$ cat src/rtl/brick_matrix_writer.sv
// brick_matrix_writer: sole writer of the brick occupancy matrix; clears bricks on bullet hits and reloads levels
// Ports: clk/resetN (sync active-low); topLeftX/Y matrix origin; hitValid/hitReady/hitX/hitY hit handshake;
// loadLevel reload pulse; hitDone/hitDestroyed result pulse; matrix occupancy; bricksLeft/allCleared counts
module brick_matrix_writer #(
  parameter int MATRIX_ROWS = 14,
  parameter int MATRIX_COLS = 17,
  parameter int CELL_LOG2 = 5,
  parameter logic [0:MATRIX_ROWS-1][0:MATRIX_COLS-1] INIT_MATRIX = '1
)(
  input  logic clk,
  input  logic resetN,
  input  logic [10:0] topLeftX,
  input  logic [10:0] topLeftY,
  input  logic hitValid,
  input  logic [10:0] hitX,
  input  logic [10:0] hitY,
  output logic hitReady,
  input  logic loadLevel,
  output logic hitDone,
  output logic hitDestroyed,
  output logic [0:MATRIX_ROWS-1][0:MATRIX_COLS-1] matrix,
  output logic [7:0] bricksLeft,
  output logic allCleared
);
  localparam int RW = $clog2(MATRIX_ROWS);
  localparam int CW = $clog2(MATRIX_COLS);
  localparam logic [7:0] INIT_LEFT = 8'($countones(INIT_MATRIX));
  localparam logic [11:0] X_LIM = 12'(MATRIX_COLS << CELL_LOG2);
  localparam logic [11:0] Y_LIM = 12'(MATRIX_ROWS << CELL_LOG2);
  typedef enum logic [1:0] {IDLE, DECODE, UPDATE} state_t;
  state_t state, state_n;
  logic [11:0] rel_x, rel_y;
  logic raw_in, in_range, accept, hit;
  logic [RW-1:0] row;
  logic [CW-1:0] col;
  always_ff @(posedge clk)
    if (!resetN) state <= IDLE;
    else state <= state_n;
  // loadLevel blocks acceptance so a reload never races a new capture
  always_comb begin
    hitReady = state == IDLE && !loadLevel;
    accept = hitValid && hitReady;
    state_n = loadLevel ? IDLE :
              state == IDLE ? (accept ? DECODE : IDLE) :
              state == DECODE ? UPDATE : IDLE;
  end
  // in_range guards the lookup, so stale row/col beyond the matrix are never used
  assign hit = in_range && matrix[row][col];
  assign allCleared = bricksLeft == 8'd0;
  always_ff @(posedge clk)
    if (!resetN) begin
      matrix <= INIT_MATRIX;
      bricksLeft <= INIT_LEFT;
      hitDone <= 1'b0;
      hitDestroyed <= 1'b0;
    end else begin
      hitDone <= 1'b0;
      hitDestroyed <= 1'b0;
      if (loadLevel) begin
        matrix <= INIT_MATRIX;
        bricksLeft <= INIT_LEFT;
      end else begin
        if (accept) begin
          rel_x <= {1'b0, hitX} - {1'b0, topLeftX};
          rel_y <= {1'b0, hitY} - {1'b0, topLeftY};
          raw_in <= hitX >= topLeftX && hitY >= topLeftY;
        end
        if (state == DECODE) begin
          in_range <= raw_in && rel_x < X_LIM && rel_y < Y_LIM;
          row <= RW'(rel_y >> CELL_LOG2);
          col <= CW'(rel_x >> CELL_LOG2);
        end
        if (state == UPDATE) begin
          hitDone <= 1'b1;
          hitDestroyed <= hit;
          if (hit) begin
            matrix[row][col] <= 1'b0;
            bricksLeft <= bricksLeft - 8'd1;
          end
        end
      end
    end
endmodule

$ cat config.mk
export PLATFORM = sky130hd
export DESIGN_NAME = brick_matrix_writer
export DESIGN_NICKNAME = d
export VERILOG_FILES = /design/src/rtl/brick_matrix_writer.sv
export SDC_FILE = /design/constraint.sdc
export NUM_CORES = 1
export LEC_CHECK = 0
export ABC_AREA = 1
export ABC_CLOCK_PERIOD_IN_PS = 5800
export CORE_MARGIN = 2
export CORE_UTILIZATION = 55
export CTS_CLUSTER_SIZE = 14
export DETAILED_ROUTE_END_ITERATION = 10
export MAX_ROUTING_LAYER = met4
export PLACE_DENSITY = 0.91
export RECOVER_POWER = 50
export SYNTH_ARGS = -nofsm -noshare
export SYNTH_HDL_FRONTEND = slang
export SYNTH_SLANG_ARGS = --single-unit
$ cat constraint.sdc
create_clock -name clk -period 5.8 [get_ports clk]
set_clock_uncertainty 0.2 [all_clocks]
set_input_delay 1.45 -clock clk [delete_from_list [all_inputs] [get_ports clk]]
set_output_delay 1.45 -clock clk [all_outputs]
set_load 0.01 [all_outputs]
# Word-level counts from Yosys, hierarchy flattened
# Cells that the tools add are included.
op_classes:
  addsub: 3
  magnitude_cmp: 8
  eq_ne: 2
  mux: 14
  bitwise_logic: 7
  reduce_logical: 16
ops:
  columns: ["cell", "count"]
  rows:
  - ["238-bit bitwise AND", 1]
  - ["238-bit inverter", 1]
  - ["17-bit binary-select mux with 4-bit select", 1]
  - ["17-bit demux with 4-bit select", 1]
  - ["17-bit two-way mux", 3]
  - ["11-bit by 11-bit subtractor with 12-bit output", 2]
  - ["11-bit greater-or-equal comparator", 2]
  - ["12-bit by 10-bit < comparator with 1-bit output, second input constant", 1]
  - ["12-bit by 9-bit < comparator with 1-bit output, second input constant", 1]
  - ["1-bit logical AND", 8]
  - ["8-bit logical NOT", 1]
  - ["8-bit by 1-bit subtractor with 8-bit output, second input constant", 1]
  - ["6-bit greater-or-equal comparator, second input constant", 1]
  - ["6-bit by 1-bit < comparator with 1-bit output, second input constant", 1]
  - ["5-bit inverter with 6-bit output", 1]
  - ["3-bit AND reduction", 2]
  - ["1-bit binary-select mux with 5-bit select", 1]
  - ["1-bit demux with 5-bit select", 1]
  - ["5-bit greater-or-equal comparator, second input constant", 1]
  - ["5-bit by 1-bit < comparator with 1-bit output, second input constant", 1]
  - ["1-bit two-way mux", 5]
  - ["4-bit inverter with 5-bit output", 1]
  - ["2-bit two-way mux", 2]
  - ["1-bit inverter", 3]
  - ["other kinds (7)", 7]
word_totals:
  ff_bits: 285
  input_bits: 48

# Longest topological paths before layout
depth:
  depth_word: 9
  depth_mapped: 21
  ltp_nobuf: 17

# Least setup slack after synthesis
# No wires, ideal clock.
synth_path:
  kind: "input to register"
  startpoint: "input port topLeftX[5]"
  endpoint: "register raw_in (data pin)"
  arrival_time_ns: 3.007
  path_slack_ns: 2.344
  stages: 14
  cell_sequence: "inv_1 > ha_1 > a21oi_1 > nand2_1 > a21oi_1 > inv_1 > a21oi_1 > o21ai_0 > nand2_1 > nand2_1 > a21oi_1 > o21ai_0 > nand2_1 > inv_1"
synth_via:
  elab_chain_cells: 2
synth_rtl:
  columns: ["item", "line", "source"]
  rows:
  - ["start, declared", "12", "input logic [10:0] topLeftX,"]
  - ["11-bit greater-or-equal comparator", "66", "raw_in <= hitX >= topLeftX && hitY >= topLeftY;"]
  - ["1-bit logical AND", "66", null]
  - ["end signal, assigned", "66", null]
  - ["end, declared", "33", "logic raw_in, in_range, accept, hit;"]
# No other way between the ends.
# A chain may end at the register's enable or synchronous reset.

# Worst setup path in the final report
layout_path:
  startpoint: "input port loadLevel"
  endpoint: "output port hitReady"
layout_via:
  elab_chain_cells: 2
layout_rtl:
  columns: ["item", "line", "source"]
  rows:
  - ["start, declared", "18", "input logic loadLevel,"]
  - ["1-bit logical NOT", "41", "hitReady = state == IDLE && !loadLevel;"]
  - ["1-bit logical AND", "41", null]
  - ["end, declared", "17", "output logic hitReady,"]
# No other way between the ends.

==> impl_metrics.py <==
metrics = {
    "place": {
        "dp_hpwl_um": 31400,
        "placed_area_um2": 16100,
        "gp_congestion": 0.944,
        "portBuffers": 297,
    },
    "route": {
        "wl_um": 47300,
        "avgViaCountPerCell": 5.70,
        "vias": 14500,
        "ant_nets": 0,
        "drc": 0,
        "drtIter0Drc": 2299,
        "first_pass_iters": 9,
        "avgRoutedWirePerCell_um": 18.6,
    },
    "cts": {
        "tritoncts": "yes",
        "cts_resized": 0,
        "ctsHtreeMaxLevel": 1,
        "cts_sinks": 275,
        "clock_latency_ns": 0.55,
        "cts.clk_slew.worst_paths_ns": 0.06,
        "cts_setup_buffers": 0,
        "root_buffer": "clkbuf_16",
        "clockBufferDepth": 3,
        "ctsHoldBuffers": 0,
        "numCtsBuffers": 28,
    },
    "sta": {
        "tns_ns": 0,
        "finalMaxSlewViolations": 0,
        "relSlewSlack_pct": 12.4,
        "rsz0062_at_grt": "false",
        "finalHoldViolations": 0,
        "final.period_utilization_pct": 77.5,
        "worstMarginPinSlew_ns": 1.31,
        "fmaxAchievable_ghz": 0.222,
        "fin_crit_ns": 4.50,
        "setup_viol": 0,
    },
    "power": {
        "p_int_w": 0.00315,
        "p_clk_share_pct": 47.7,
        "peakVddDrop_uv": 216,
        "netSwitchingPower_w": 0.000853,
        "p_per_area_nw_per_um2": 235,
        "total_power_w": 0.00400,
        "switching_share_pct": 21.3,
        "p_seq_share_pct": 48.2,
        "p_leak_nw": 6.35,
        "p_comb_share_pct": 4.1,
    },
    "synth": {
        "syn_inst": 1976,
        "ys_seq_elements": 275,
        "mappedNetlistArea_um2": 13100,
        "syn_area_per_cell_um2": 6.61,
        "yosysMostFrequentCell": "nand2_1",
        "yosysWarnings": 0,
        "async_flop_share_pct": 0,
        "netlist_top_cells_count": "1014 x nand2_1, 250 x dfxtp_1, 216 x o21ai_1",
        "synth_ff_type": "dfxtp_1",
        "synth_top_area_share_pct": 38.3,
        "ys_types": 32,
        "synth_enable_flop_cells": 25,
        "synth_area_leaders": "dfxtp_1 38%, nand2_1 29%, o21ai_1 8.3%",
        "synth_nets": 2048,
        "seq_area_frac_synth_pct": 44.1,
        "synth_top_area_cell": "dfxtp_1",
    },
    "hold_path": {
        "hp-class": "reg2reg",
    },
    "die": {
        "core_um2": 23400,
        "start_util_pct": 55.8,
        "dieArea_um2": 25000,
        "fp-row-count": 56,
        "fp.dieW_um": 158,
        "io_pins": 298,
        "die_y_um": 158,
    },
    "setup_path": {
        "crit_chain": "dlygate4sd3_1 > nor3_1 > clkdlybuf4s50_1",
        "critPathMaxFanout": 2,
        "crit_family": "buffers and inverters",
        "path_buf_inv": 2,
        "required_ns": 4.15,
        "slowest_stage": "clkdlybuf4s50_1",
        "max_stage_delay_ns": 0.58,
        "worstPathArrival_ns": 2.85,
        "start_kind": "input port",
        "cp-end-kind": "primary output",
        "path_class": "in2out",
    },
    "layout": {
        "num_antenna_cells": 0,
        "drive_above_1_share_pct": 3.73,
        "nNetsFinal": 2277,
        "fillers": 1820,
        "final_area_um2": 17000,
        "area_delta_synth_final_pct": 30.4,
    },
    "grt": {
        "grt_max_degree": 248,
        "grt_pass1_wl_um": 72000,
        "antenna_found_initial": 0,
        "grt_pass1_vias": 13400,
        "overflow": 0,
        "grt_usage_pct": 38.0,
    },
    "run_status": {
        "status": "finished, final reports clean",
    },
    "flow_run": {
        "maxCapViolCount": 0,
    },
}
[per-layer routing]
| layer | GRT usage [%] | vias to the layer above | routed length [um] |
|---|---|---|---|
| met3 | 6.46 | 212 | 5830 |
| met5 | - | - | 0 |
| li1 | - | 6670 | - |
| met2 | 57.6 | 1093 | 21200 |
| met4 | 21.7 | 0 | 3010 |
| met1 | 48.0 | 6531 | 17200 |
[flip-flops by register name (all words and copies together), names as in the netlist]
name,count
rel_y,7
rel_x,7
hitDestroyed,1
in_range,1
matrix,238
raw_in,1
row,4
state,2
hitDone,1
col,5
bricksLeft,8
[logic make-up after synthesis]
| kind of cell | count (synthesis) | synth area share [%] |
|---|---|---|
| and+or+nand+nor | 1178 | 34.6 |
| DFF | 275 | 44.1 |
| AOI/OAI and AO/OA | 279 | 10.9 |
| buffers and inverters | 202 | 6.87 |
| adders and majority gates | 24 | 2.30 |
| xor gates and xnor gates | 18 | 1.21 |
[cell usage in the layout (no fill, tap or decap), types with 9 or more instances in the layout]
cell | netlist | layout
dlygate4sd3_1 | 0 | 249
clkdlybuf4s50_1 | 0 | 48
dfxtp_1 | 250 | 250
xor2_1 | 9 | 9
o21ai_1 | 216 | 216
buf_4 | 26 | 21
nor2_1 | 95 | 87
clkbuf_16 | 0 | 29
o21ai_0 | 32 | 32
inv_1 | 73 | 73
nand2_1 | 1014 | 1014
nand3_1 | 52 | 52
nor2_2 | 2 | 10
a21oi_1 | 23 | 23
edfxtp_1 | 25 | 25
ha_1 | 24 | 24
xnor2_1 | 9 | 9
[power by group through the flow]
stage | registers, W | clock network (W) | logic, W
finish | 0.00193 | 0.00191 | 0.000164
global route | 0.00193 | 0.00200 | 0.000179
CTS | 0.00193 | 0.00191 | 0.000162
detailed placement | 0.00197 | 0 | 0.000159
global placement | 0.00197 | 0 | 0.000153
floorplan | 0.00197 | 0 | 0.0000989
[metrics by stage]
step	hold slack, ns	cells	util (%)	setup slack (ns)
2_1_floorplan	0.200	1976	-	2.34
3_3_place_gp	0.208	2494	68.7	1.39
3_5_place_dp	0.205	2494	68.7	1.36
4_1_cts	0.213	2544	72.9	1.36
5_1_grt	0.246	2544	72.8	1.13
6_report	0.214	2544	72.8	1.30
[path summary, 6_finish.rpt]
kind | slack, ns | to | cells past startpoint | startpoint
worst max register to register | 1.35 | matrix[91]$_SDFFE_PN1P_ | 18 | row[1]$_DFFE_PP_
worst min-delay path | 0.21 | row[0]$_DFFE_PP_ | 0 | rel_y[5]$_DFFE_PP_
worst min register to register | 0.21 | row[0]$_DFFE_PP_ | 0 | rel_y[5]$_DFFE_PP_
worst max-delay path | 1.30 | hitReady | 3 | loadLevel
[cell type report]
| cell class | count | area (um2) | share of cell area (%) |
|---|---|---|---|
| Clock buffer | 39 | 813 | 4.77 |
| Inverter | 80 | 300 | 1.76 |
| Timing Repair Buffer | 321 | 3170 | 18.6 |
| Multi-Input combinational cell | 1499 | 6430 | 37.7 |
| Clock inverter | 11 | 166 | 0.977 |
| Tap cell | 319 | 399 | 2.34 |
| Sequential cell | 275 | 5760 | 33.8 |
Power figures use the tool's default switching activity.
